--- src/rtl/trigger_capture.sv ---
// trigger_capture: pre-trigger capture controller in front of an external
// shift_ram delay line. Waits for a rising threshold crossing on the live
// stream, then emits CaptureLen delayed samples, PreDepth of which precede
// the trigger sample.
// Optional feature macro: TRIGGER_CAPTURE_AUTO_REARM_EN (continuous capture).
module trigger_capture #(
  parameter int Width      = 8,
  parameter int PreDepth   = 32,
  parameter int CaptureLen = 256
) (
  input  logic             clk,
  input  logic             rst,
  input  logic [Width-1:0] din_data,
  input  logic             din_valid,
  input  logic [Width-1:0] threshold,
  input  logic             arm,
  output logic             shift_en,
  output logic [Width-1:0] shift_din,
  input  logic [Width-1:0] shift_dout,
  output logic [Width-1:0] dout_data,
  output logic             dout_valid,
  output logic             dout_last,
  output logic             busy,
  output logic             trig_pulse
);

  localparam int FillW = $clog2(PreDepth + 1);
  localparam int CapW  = $clog2(CaptureLen);

  typedef enum logic [1:0] {
    IDLE,
    FILL,
    ARMED,
    CAPTURE
  } state_t;

  state_t state_q;
  state_t state_d;

  logic [Width-1:0] thr_q;
  logic [Width-1:0] prev_q;
  logic [FillW-1:0] fill_cnt;
  logic [CapW-1:0]  cap_cnt;

  // Pipeline stage aligned with the registered shift_ram read
  logic cap_q;
  logic last_q;

  logic fill_done;
  logic trig_hit;
  logic cap_last;
  logic cap_accept;
  logic last_accept;
  logic trig_fire;

  // The delay line advances on every valid sample regardless of state
  assign shift_en  = din_valid;
  assign shift_din = din_data;

  assign fill_done = din_valid && (fill_cnt == FillW'(PreDepth - 1));
  assign trig_hit  = din_valid && (prev_q < thr_q) && (din_data >= thr_q);
  assign cap_last  = din_valid && (cap_cnt == CapW'(CaptureLen - 1));

  // State register; reset wins over everything else
  always_ff @(posedge clk) begin
    if (rst) begin
      state_q <= IDLE;
    end else begin
      state_q <= state_d;
    end
  end

  // Next-state selection from arm, fill progress, trigger and window end
  always_comb begin
    state_d = state_q;
    case (state_q)
      IDLE:    if (arm) state_d = FILL;
      FILL:    if (fill_done) state_d = ARMED;
      ARMED:   if (trig_hit) state_d = CAPTURE;
      CAPTURE: begin
        if (cap_last) begin
`ifdef TRIGGER_CAPTURE_AUTO_REARM_EN
          state_d = FILL;
`else
          state_d = IDLE;
`endif
        end
      end
      default: state_d = IDLE;
    endcase
  end

  // Per-state control strobes; the trigger sample itself is window index 0
  always_comb begin
    busy        = (state_q != IDLE);
    trig_fire   = (state_q == ARMED) && trig_hit;
    cap_accept  = din_valid && ((state_q == CAPTURE) || trig_fire);
    last_accept = (state_q == CAPTURE) && cap_last;
  end

  // Threshold, history, counters and the two-stage output pipeline
  always_ff @(posedge clk) begin
    if (rst) begin
      thr_q      <= '0;
      prev_q     <= '0;
      fill_cnt   <= '0;
      cap_cnt    <= '0;
      cap_q      <= 1'b0;
      last_q     <= 1'b0;
      dout_valid <= 1'b0;
      dout_last  <= 1'b0;
      dout_data  <= '0;
      trig_pulse <= 1'b0;
    end else begin
      case (state_q)
        IDLE: begin
          if (arm) begin
            thr_q    <= threshold;
            fill_cnt <= '0;
          end
        end
        FILL: begin
          if (din_valid) begin
            fill_cnt <= fill_cnt + FillW'(1);
            prev_q   <= din_data;
          end
        end
        ARMED: begin
          if (din_valid) begin
            prev_q <= din_data;
            if (trig_hit) cap_cnt <= CapW'(1);
          end
        end
        CAPTURE: begin
          if (din_valid) begin
            if (cap_last) begin
              fill_cnt <= '0;
            end else begin
              cap_cnt <= cap_cnt + CapW'(1);
            end
          end
        end
        default: ;
      endcase

      cap_q      <= cap_accept;
      last_q     <= last_accept;
      dout_valid <= cap_q;
      dout_last  <= last_q;
      if (cap_q) dout_data <= shift_dout;
      trig_pulse <= trig_fire;
    end
  end

endmodule
--- config.mk ---
export PLATFORM = sky130hd
export DESIGN_NAME = trigger_capture
export DESIGN_NICKNAME = d
export VERILOG_FILES = /design/src/rtl/trigger_capture.sv
export SDC_FILE = /design/constraint.sdc
export NUM_CORES = 1
export LEC_CHECK = 0
export ABC_AREA = 1
export BUFFER_PORTS_ARGS = -buffer_cell sky130_fd_sc_hd__buf_4
export CAP_MARGIN = 40
export CORE_MARGIN = 2
export CORE_UTILIZATION = 45
export CTS_BUF_LIST = sky130_fd_sc_hd__clkbuf_8
export DETAILED_ROUTE_END_ITERATION = 12
export PLACE_DENSITY = 0.79
export SLEW_MARGIN = 30
export SYNTH_ARGS = -nofsm -noshare
export SYNTH_HDL_FRONTEND = slang
export SYNTH_SLANG_ARGS = --single-unit
--- constraint.sdc ---
create_clock -name clk -period 2 [get_ports clk]
set_input_delay 0.4 -clock clk [delete_from_list [all_inputs] [get_ports clk]]
set_output_delay 0.4 -clock clk [all_outputs]
set_load 0.01 [all_outputs]
Word level (Yosys, flattened, before mapping)
Index checks and enable logic that the tools add are counted.
{"block": "op_classes", "shift": 0, "n_addsub": 2, "div": 0, "n_reduce_logical": 18, "bitwise_logic": 0, "n_mul": 0, "muxes": 15, "n_eq_ne": 13, "n_lt_le_gt_ge": 2}
{"op": "2-to-1 mux 8 bit", "n": 4}
{"op": "2-to-1 mux 6 bit", "n": 4}
{"op": "case mux 6 bit (3 select lines)", "n": 1}
{"op": "!= test 2 bit (second input constant)", "n": 8}
{"op": "case mux 8 bit (2 select lines)", "n": 1}
{"op": "AND reduction 5 bit", "n": 2}
{"op": "adder 8 x 1 -> 8 bit (second input constant)", "n": 1}
{"op": "== test 8 bit (second input constant)", "n": 1}
{"op": "greater-or-equal comparator 8 bit", "n": 1}
{"op": "< comparator 8 bit", "n": 1}
{"op": "2-to-1 mux 2 bit", "n": 4}
{"op": "case mux 2 bit (4 select lines)", "n": 1}
{"op": "logical AND 1 bit", "n": 7}
{"op": "adder 6 x 1 -> 6 bit (second input constant)", "n": 1}
{"op": "== test 6 x 5 -> 1 bit (second input constant)", "n": 1}
{"op": "== test 2 bit (second input constant)", "n": 2}
{"op": "AND reduction 2 bit", "n": 2}
{"op": "AND reduction 4 bit", "n": 1}
{"op": "nonzero test 2 bit", "n": 2}
{"op": "nonzero test 3 bit", "n": 1}
{"op": "== test 2 x 1 -> 1 bit (second input constant)", "n": 1}
{"op": "zero test 2 bit", "n": 1}
{"op": "OR reduction 2 bit", "n": 1}
{"op": "logical OR 1 bit", "n": 1}
{"block": "word_totals", "reg_bits": 45, "in_bits": 28, "latch_bits": 0, "wordCells": 61, "ram_bits": 0, "out_inout_bits": 21, "memories": 0, "mem_bits_ro": 0}

Longest topological paths before layout
Gate-level depths: netlist of the first run.
{"block": "depth", "word_depth": 6, "mapped_depth": 15, "mapped_depth_nobuf": 14}

Worst setup path before layout of the first run
Ideal clock, no wire load.
{"block": "synth_timing", "path_type": "input to register", "from": "input port din_data[7]", "to": "register cap_cnt[7]", "n_path_buf": 1, "t_arrival_ns": 1.532, "stages": 9, "setup_ns": 0.115, "slack_ns": 0.353, "cell_sequence": "ha_1 -> a21o_1 -> nor2_1 -> nand3_1 -> nand3_1 -> nand2_2 -> buf_4 -> a21oi_1 -> nor2_1"}
{"block": "synth_between", "elab_chain_cells": 4}
{"item": "from (decl)", "line_no": "13", "text": "input logic [Width-1:0] din_data,"}
{"item": "greater-or-equal comparator 8 bit", "line_no": "61", "text": "assign trig_hit = din_valid && (prev_q < thr_q) && (din_data >= thr_q);"}
{"item": "logical AND 1 bit", "line_no": "61"}
{"item": "!= test 2 bit (no line)"}
{"item": "AND reduction 5 bit (no line)"}
{"item": "to (signal assigned)", "line_no": "131", "text": "if (trig_hit) cap_cnt <= CapW'(1);"}
{"item": "to (signal assigned)", "line_no": "139", "text": "cap_cnt <= cap_cnt + CapW'(1);"}
{"item": "to (decl)", "line_no": "43", "text": "logic [CapW-1:0] cap_cnt;"}
No other way between the ends.
A chain may end at the register's enable or synchronous reset.

Worst setup path after layout of the first run
{"block": "layout_timing", "from": "register cap_cnt[0]", "to": "register cap_cnt[5]"}
{"block": "layout_between", "elab_chain_cells": 4}
{"item": "adder 8 x 1 -> 8 bit or == test 8 bit (tied branches)", "line_no": "139, 62"}
{"item": "2-to-1 mux 8 bit or logical AND 1 bit (tied branches)", "line_no": "136, 62"}
{"item": "2-to-1 mux 8 bit or != test 2 bit (tied branches)"}
{"item": "case mux 8 bit (2 select lines) or AND reduction 5 bit (tied branches)"}
Parallel ways exist; a longest one is shown, timed or not. The select of a mux whose other input is x is not followed.

==> flow_summary.ini, run 1 <==
[setup_path]
path_cells = ha_1, nand4_2, nor2_4, nand4_4, nor2_2, nor2_2, nand2_1, nand2_1, a21oi_1
r2r_setup_slack_ns = 0.23
slowest_stage = nor2_2
arrival_ns = 1.96
worstPathRequired_ns = 2.19
max_stage_delay_ns = 0.40
r2r-start = cap_cnt[0]
crit_buf_inv = 0
r2r_end = cap_cnt[5]
start_kind = flip-flop
reg2regPathDepth = 9
path_max_fanout = 13
cp-end-kind = flip-flop
path_class = reg -> reg
cp_top_family = simple AND/OR/NAND/NOR gates

[detailed_routing]
ant_nets = 0
wl_per_cell_um = 11.5
num_vias = 2155
drt_pass1_iterations = 4
vias_per_cell = 5.00
wl_um = 4960
drt_iter0_markers = 78
drcViolationCount = 0

[finish]
final_nets = 410
fillers = 511
drive_above_1_share = 0.211
area_delta_synth_final_pct = 21.5
antenna_cells = 0
seq_area_um2 = 901
final_util = 0.568
multi_input_area_mm2 = 0.00128

[run_status]
outcome = completed

[sta]
fmax_mhz = 564
fin_skew_ns = 0.00325
setup_viol = 0
worst-slew-pin-transition_ns = 0.511
finalCritPeriodShare = 0.886
hold_viol = 0
maxSlewViolCount = 0
fin_crit_ns = 1.77
slew_headroom = 0.659
rsz0062_at_grt = false
tns_ns = 0

[clock_network]
post_cts_buffers = 0
cts_hold_buf = 0
cts_buffers = 5
cts.sinks = 45
cts_tree = done
h-tree-depth = 2
clk-insertion-delay-late_ns = 0.30
clock_tree.root_cell = clkbuf_8
cts_buffer_depth = 2
cts.clk_slew.worst_paths_ns = 0.08

[place]
dp_hpwl_um = 3780
portBuffers = 48
gp_congestion = 0.788

[synthesis]
synth_ff_type = dfxtp_1
async_reset_ff_frac = 0
synth_common_cells = 53 x nor2_1, 45 x dfxtp_1, 42 x nand2_1
ys_seq_elements = 45
synth-edff-count = 0
netlist.area_leader.share = 0.375
synth.avg_cell_area_um2 = 7.55
yosysWarnings = 0
syn_area_mm2 = 0.00240
synth.distinct_cells = 33
synth_largest_area_cell = dfxtp_1
synth.most_common_cell = nor2_1
seq_area_frac_synth = 0.375
synth.area.top_cells = dfxtp_1 38%, ha_1 11%, nor2_1 8.3%, a21oi_1 6.7%, nand2_1 6.6%
synthesis.nets = 368
synthCells = 318

[floorplan]
initial_core_util = 0.467
die_x_um = 77.0
rows = 26
die_y_um = 77.0
io_pins = 49
core_mm2 = 0.00514
die_area_mm2 = 0.00594

[min_path]
min_from = shift_dout[4]
holdPathStages = 3
hold_path.class = in -> reg
worstHoldEndpoint = dout_data[4]

[grt]
grt_remaining_overflow = 0
grt_max_degree = 22
grt_pass1_vias = 2066
grt_pass1_wl_um = 8740
grt_util_all_layers = 0.178
antenna_found_initial = 0

[pwr]
power_density_mw_per_mm2 = 1140
max-vdd-ir-drop_v = 0.000541
leakage_nw = 1.33
report.power.total_w = 0.00332

[job]
cap_violations = 0
-- worst register-to-register path, delay by kind of cell (launching register included) --
| kind | cells | cell delay, ns |
|---|---|---|
| AND/OR/NAND/NOR | 7 | 1.02 |
| adder cells (fa/ha/maj) | 1 | 0.26 |
| flip-flops | 1 | 0.35 |
| AO/OA/AOI/OAI | 1 | 0.06 |
-- what timing repair did --
| action | 4_1_cts | 5_1_grt |
|---|---|---|
| pin swaps | 0 | 0 |
| resized for setup | 1 | 1 |
| endpoints found under the setup margin | 4 | 4 |
-- per-stage QoR --
| stage | setup slack (ns) | hold slack, ns | instance area, µm² | instances |
|---|---|---|---|---|
| global placement | 0.0513 | 0.402 | 2780 | 423 |
| floorplan | 0.353 | 0.388 | 2400 | 318 |
| CTS | 0.169 | 0.316 | 2910 | 431 |
| finish | 0.227 | 0.323 | 2920 | 431 |
| global route | 0.0291 | 0.324 | 2920 | 431 |
| detailed placement | -0.0506 | 0.403 | 2780 | 423 |
-- per-layer routing --
layer  up-vias  track usage  part of all wire
met3         6       0.0365             0.061
met1       965        0.219              0.45
met4         0       0.0768             0.014
met2        58        0.303              0.47
met5         -            0                 0
li1       1126            -                 -
-- registers in the layout (all words and copies together), names as in the netlist --
name / flops
state_q: 2
thr_q: 8
cap_cnt: 8
trig_pulse: 1
dout_last: 1
dout_data: 8
fill_cnt: 6
dout_valid: 1
cap_q: 1
prev_q: 8
last_q: 1
-- logic make-up after synthesis --
| group | Yosys count | share of synthesized area |
|---|---|---|
| and+or+nand+nor | 133 | 0.253 |
| AOI/OAI and AO/OA | 67 | 0.146 |
| buffers and inverters | 47 | 0.0964 |
| DFF | 45 | 0.375 |
| adders and majority gates | 22 | 0.115 |
| xor gates and xnor gates | 4 | 0.0146 |
-- cell usage in the layout (no fill, tap or decap) --
cell	netlist	final
buf_12	0	1
a21o_1	2	2
clkbuf_8	0	5
nor3_1	4	4
buf_4	10	52
nand2_1	42	42
nand3b_1	2	2
nand3_2	2	2
nor2_4	1	1
nand4_1	3	3
a21oi_2	1	1
clkinv_1	2	2
o21ai_2	1	1
ha_1	22	22
a21oi_1	32	32
a31o_2	1	1
dfxtp_1	45	45
nand2_2	2	1
o21ai_1	1	1
nor2_1	53	52
clkinv_2	0	1
xnor2_1	1	1
inv_1	25	25
o21ai_0	29	29
xor2_1	3	3
nand4_2	1	1
bufinv_16	0	2
inv_2	2	2
nand2_4	1	2
nor2_2	1	2
nand4_4	1	1
nand3_1	19	19
or2_0	1	1
-- power by group --
group / internal, W / switching, W
registers: 0.00108 / 0.000121
clock network: 0.000496 / 0.000306
logic: 0.000522 / 0.000792
-- layout make-up --
class	instances	area share
repair buffers	53	0.141
clock inverters	3	0.0223
flip-flops and latches	45	0.309
inverters	29	0.0373
well taps	70	0.0300
clock buffers	5	0.0236
multi-input cells	226	0.437
-- how the worst max path moves through the flow --
stage | start | to | cells after the start
3_5_place_dp | cap_cnt[0] | cap_cnt[0] | 9
2_1_floorplan | din_data[7] | cap_cnt[7] | 9
3_3_place_gp | cap_cnt[0] | cap_cnt[0] | 9
5_1_grt | cap_cnt[0] | cap_cnt[5] | 9
6_report | cap_cnt[0] | cap_cnt[5] | 9
4_1_cts | thr_q[7] | cap_cnt[0] | 11
No activity file was read; power rests on OpenSTA's default activity.
==> run 2: changes to the inputs <==
--- a/config.mk
+++ b/config.mk
@@ -8,11 +8,11 @@
 export ABC_AREA = 1
 export BUFFER_PORTS_ARGS = -buffer_cell sky130_fd_sc_hd__buf_4
 export CAP_MARGIN = 40
+export CORE_ASPECT_RATIO = 1.5
 export CORE_MARGIN = 2
-export CORE_UTILIZATION = 45
-export CTS_BUF_LIST = sky130_fd_sc_hd__clkbuf_8
+export CORE_UTILIZATION = 54
 export DETAILED_ROUTE_END_ITERATION = 12
-export PLACE_DENSITY = 0.79
+export PLACE_DENSITY = 0.9
 export SLEW_MARGIN = 30
 export SYNTH_ARGS = -nofsm -noshare
 export SYNTH_HDL_FRONTEND = slang
==> run 2 against run 1 <==
Worst hold slack lost 0.0027 ns. Core utilization grew 10 points. Worst setup slack lost 0.020 ns. Non-clock buffer count is the same. First-iteration DRC count grew 18%. Register-to-register slack lost 0.02 ns. Clock skew grew 0.0051 ns. Wire length grew 3.9%. Die area shrank 16%. Maximum frequency shrank 1.1%. Total power shrank 2.8%. Global-route usage grew 4.0 points.
==> flow_summary.ini, run 2 (synthesized netlist as in run 1, its figures left out) <==
[detailed_routing]
met1_length_um = 1990
drt_iter0_markers = 92
vias_per_cell = 5.40
met2WireLength_um = 2840
drcViolationCount = 0
wl_per_cell_um = 12.7
drt_pass1_iterations = 4
num_vias = 2196
dr_wl_met3_um = 218
highest_layer = met4
ant_nets = 0
wl_um = 5150

[floorplan]
io_pins = 49
die_y_um = 85.7
die_x_um = 58.4
initial_core_util = 0.566
die_area_mm2 = 0.00501
core_mm2 = 0.00425
rows = 29

[pwr]
p_int_w = 0.00198
report.power.total_w = 0.00322
switching_power_w = 0.00125
power_density_mw_per_mm2 = 1130
p_seq_frac = 0.373
leakage_nw = 1.31
max-vdd-ir-drop_v = 0.000805
combPwrFrac = 0.412
clkPwrFrac = 0.214
swShare = 0.387

[clock_network]
cts_resized = 1
cts_hold_buf = 0
cts_tree = done
h-tree-depth = 2
post_cts_buffers = 0
clock_tree.root_cell = clkbuf_8
cts_buffer_depth = 2
cts.clk_slew.worst_paths_ns = 0.09
cts.sinks = 45
clk-insertion-delay-late_ns = 0.30
cts_buffers = 5

[sta]
worst-slew-pin-transition_ns = 0.496
setup_viol = 0
fin_skew_ns = 0.00837
fmax_mhz = 558
slew_headroom = 0.669
finalCritPeriodShare = 0.896
rsz0062_at_grt = false
hold_viol = 0
maxSlewViolCount = 0
fin_crit_ns = 1.79

[grt]
grt_pass1_vias = 2091
grt_remaining_overflow = 0
antenna_found_initial = 0
grt_util_all_layers = 0.218
grt_max_degree = 32
grt_pass1_wl_um = 8550

[setup_path]
cp-end-kind = flip-flop
path_class = reg -> reg
path_max_fanout = 15
worstPathRequired_ns = 2.20
arrival_ns = 1.99
reg2regPathDepth = 11
start_kind = flip-flop

[finish]
drive_above_1_share = 0.208
area_delta_synth_final_pct = 18.8
final_util = 0.672
mostFrequentLayoutCells = 53 x buf_4, 52 x nor2_1, 45 x dfxtp_1
final_common_cell = buf_4
antenna_cells = 0
fillers = 345
final_nets = 410

[min_path]
hold_path.class = in -> reg
holdPathStages = 3

[run_status]
outcome = completed

[place]
portBuffers = 48
gp_congestion = 0.851
dp_hpwl_um = 3810

[job]
cap_violations = 0
run 2: cell types whose count changed in the layout (fill, tap and decap cells not counted):
cell       change
buf_12         -1
buf_4          +1
bufinv_16      -1
clkbuf_1       +1
clkinv_2       -1
clkinv_4       +1
run 2: through the flow:
step	instances	area, µm²	TNS, ns	hold slack (ns)	setup WS, ns
final	407	2850	0	0.320	0.207
after global routing	407	2850	0	0.327	0.0629
after CTS	407	2850	0	0.322	0.153
after detailed placement	399	2730	-0.00766	0.401	-0.00766
after global placement	399	2730	0	0.395	0.0764
after floorplan	318	2400	0	0.388	0.353
run 2: final cells by class:
cell class | count | area (µm²) | area share
Clock buffer | 6 | 72.6 | 0.0254
Inverter | 29 | 109 | 0.0382
Multi-Input combinational cell | 226 | 1280 | 0.447
Sequential cell | 45 | 901 | 0.316
Tap cell | 46 | 57.6 | 0.0202
Clock inverter | 2 | 38.8 | 0.0136
Timing Repair Buffer | 53 | 398 | 0.139
run 2: metal layers:
layer  vias up  track usage
met5         -            0
met4         0        0.114
met3        12       0.0422
met2        64        0.400
met1      1001        0.225
li1       1119            -
run 2: critical path, cell delays in order, from the launching register on:
cell	delay, ns
dfxtp_1	0.31
inv_1	0.06
ha_1	0.29
nand2_1	0.08
nor2_1	0.15
nand4_1	0.10
nand3_1	0.12
nand3_1	0.12
nand2_4	0.17
nand2_1	0.13
nand2_1	0.11
a21oi_1	0.06
run 2: worst paths after layout:
path                 startpoint            to  slack, ns
setup / recovery       thr_q[7]    cap_cnt[6]       0.21
hold / removal    shift_dout[3]  dout_data[3]       0.32
setup reg to reg       thr_q[7]    cap_cnt[6]       0.21
hold reg to reg          last_q     dout_last       0.41
run 2: power by group through the flow:
stage          Clock, W  Sequential, W  Combinational, W
2_1_floorplan         0        0.00120          0.000983
3_3_place_gp          0        0.00121           0.00126
3_5_place_dp          0        0.00122           0.00130
4_1_cts        0.000698        0.00120           0.00133
5_1_grt        0.000739        0.00122           0.00153
6_report       0.000691        0.00120           0.00133
==> run 3: changes to the inputs <==
--- a/config.mk
+++ b/config.mk
@@ -10,9 +10,9 @@
 export CAP_MARGIN = 40
 export CORE_ASPECT_RATIO = 1.5
 export CORE_MARGIN = 2
-export CORE_UTILIZATION = 54
+export CORE_UTILIZATION = 49
 export DETAILED_ROUTE_END_ITERATION = 12
-export PLACE_DENSITY = 0.9
+export PLACE_DENSITY = 0.86
 export SLEW_MARGIN = 30
 export SYNTH_ARGS = -nofsm -noshare
 export SYNTH_HDL_FRONTEND = slang
==> constraint.sdc (replaced) <==
create_clock -name clk -period 1.6 [get_ports clk]
set_input_delay 0.32 -clock clk [delete_from_list [all_inputs] [get_ports clk]]
set_output_delay 0.32 -clock clk [all_outputs]
set_load 0.01 [all_outputs]
==> run 3 against run 2 <==
The flow now finishes with violations (setup timing). Clock skew increased by 0.0020 ns. Critical path type unchanged. Wire length is 67% higher. Highest routed layer unchanged. Worst hold slack got worse by 0.091 ns.
==> flow_summary.ini, run 3 (synthesized netlist as in run 1, its figures left out) <==
[run_status]
violations = setup timing
outcome = complete, but fails checks

[setup_path]
start_kind = flip-flop
path_max_fanout = 5
crit_start = thr_q[3]
cp-end-kind = flip-flop
crit_end = cap_cnt[7]
r2r-start = thr_q[3]
arrival_ns = 2.02
path_class = reg -> reg
r2r_end = cap_cnt[7]
worstPathRequired_ns = 1.80
r2r_setup_slack_ns = -0.21
reg2regPathDepth = 11

[finish]
fillers = 287
drive_above_1_share = 0.469
antenna_cells = 0
final_nets = 458
final_util = 0.762
final_common_cell = buf_4
seq_area_um2 = 921
mostFrequentLayoutCells = 96 x buf_4, 50 x nor2_1, 33 x dfxtp_1
multi_input_area_mm2 = 0.00164
area_delta_synth_final_pct = 51.4

[sta]
fin_skew_ns = 0.0103
hold_viol = 0
rsz0062_at_grt = true
worst-slew-pin-transition_ns = 0.536
finalCritPeriodShare = 1.13
fin_crit_ns = 1.81
slew_headroom = 0.642
setup_viol = 13
maxSlewViolCount = 0
fmax_mhz = 551
worst_slack_ns = -0.214

[floorplan]
rows = 31
die_area_mm2 = 0.00549
core_mm2 = 0.00477
die_y_um = 89.7
die_x_um = 61.2
initial_core_util = 0.503
io_pins = 49

[clock_network]
cts.clk_slew.worst_paths_ns = 0.09
cts_hold_buf = 0
cts_tree = done
cts.sinks = 45
cts_buffers = 5
clk-insertion-delay-late_ns = 0.31
cts_buffer_depth = 2
clock_tree.root_cell = clkbuf_8
h-tree-depth = 2

[grt]
grt_max_degree = 26
grt_pass1_vias = 2774
grt_pass1_wl_um = 12100
grt_remaining_overflow = 0
grt_util_all_layers = 0.286
antenna_found_initial = 0

[min_path]
hold_path.class = in -> reg

[detailed_routing]
wl_um = 8620
drcViolationCount = 0
drt_pass1_iterations = 4
drt_iter0_markers = 141
num_vias = 2696
wl_per_cell_um = 18.1
ant_nets = 0
vias_per_cell = 5.68

[pwr]
max-vdd-ir-drop_v = 0.000973
power_density_mw_per_mm2 = 1490
leakage_nw = 1.58
report.power.total_w = 0.00544

[place]
portBuffers = 48
dp_hpwl_um = 4600
gp_congestion = 0.852
pre_cts_ws_ns = -0.389

[job]
cap_violations = 0
run 3: repair_timing:
item                                    in CTS  in global routing
endpoints found under the setup margin      18                 24
gates resized for setup                     51                 54
pin swaps                                   11                 16
setup buffers                                6                  3
cloned                                       1                  1
endpoints found under the hold margin        0                  0
run 3: layout make-up:
cell class                      instances  area share
Clock inverter                          3     0.00688
Timing Repair inverter                  1     0.00138
Tap cell                               66      0.0227
Sequential cell                        45       0.253
Inverter                               29      0.0358
Multi-Input combinational cell        227       0.450
Clock buffer                            5      0.0189
Timing Repair Buffer                   99       0.211
run 3: worst min-delay path by stage:
stage	start	to	slack, ns	cells after the start
3_3_place_gp	last_q	dout_last	0.39	2
3_5_place_dp	last_q	dout_last	0.40	2
5_1_grt	shift_dout[5]	dout_data[5]	0.23	3
2_1_floorplan	last_q	dout_last	0.39	2
4_1_cts	shift_dout[7]	dout_data[7]	0.24	3
6_report	shift_dout[5]	dout_data[5]	0.23	3
run 3: metal layers:
metal  vias to the layer above  global-route usage  part of all wire
met2                       142               0.512              0.55
met3                        53              0.0590             0.053
met1                      1269               0.281              0.33
li1                       1232                   -                 -
met4                         0               0.163             0.062
met5                         -                   0                 0
run 3: per-stage QoR:
step | cell area, µm² | std cells | setup TNS [ns] | hold WS [ns]
final | 3640 | 475 | -1.57 | 0.229
after global placement | 3050 | 456 | -1.91 | 0.391
after CTS | 3400 | 471 | -0.543 | 0.235
after floorplan | 2400 | 318 | 0 | 0.388
after global routing | 3640 | 475 | -3.02 | 0.232
after detailed placement | 3050 | 456 | -3.39 | 0.401
run 3: critical path: stages, from the launching register on:
cell and delay, ns:
dfxtp_2 0.33, inv_2 0.08, ha_4 0.21, a21oi_1 0.19
nand2_2 0.10, nand2_2 0.09, nand3_2 0.11, nand3_4 0.11
nand2_8 0.08, buf_4 0.14, a21oi_1 0.19, nor2_1 0.07
run 3: report_power, final:
part / leakage (nW) / internal [W] / total (W) / switching (W)
Combinational: 1.16 / 0.00134 / 0.00308 / 0.00174
Clock: 0.0447 / 0.000316 / 0.000753 / 0.000437
Sequential: 0.371 / 0.00138 / 0.00161 / 0.000227
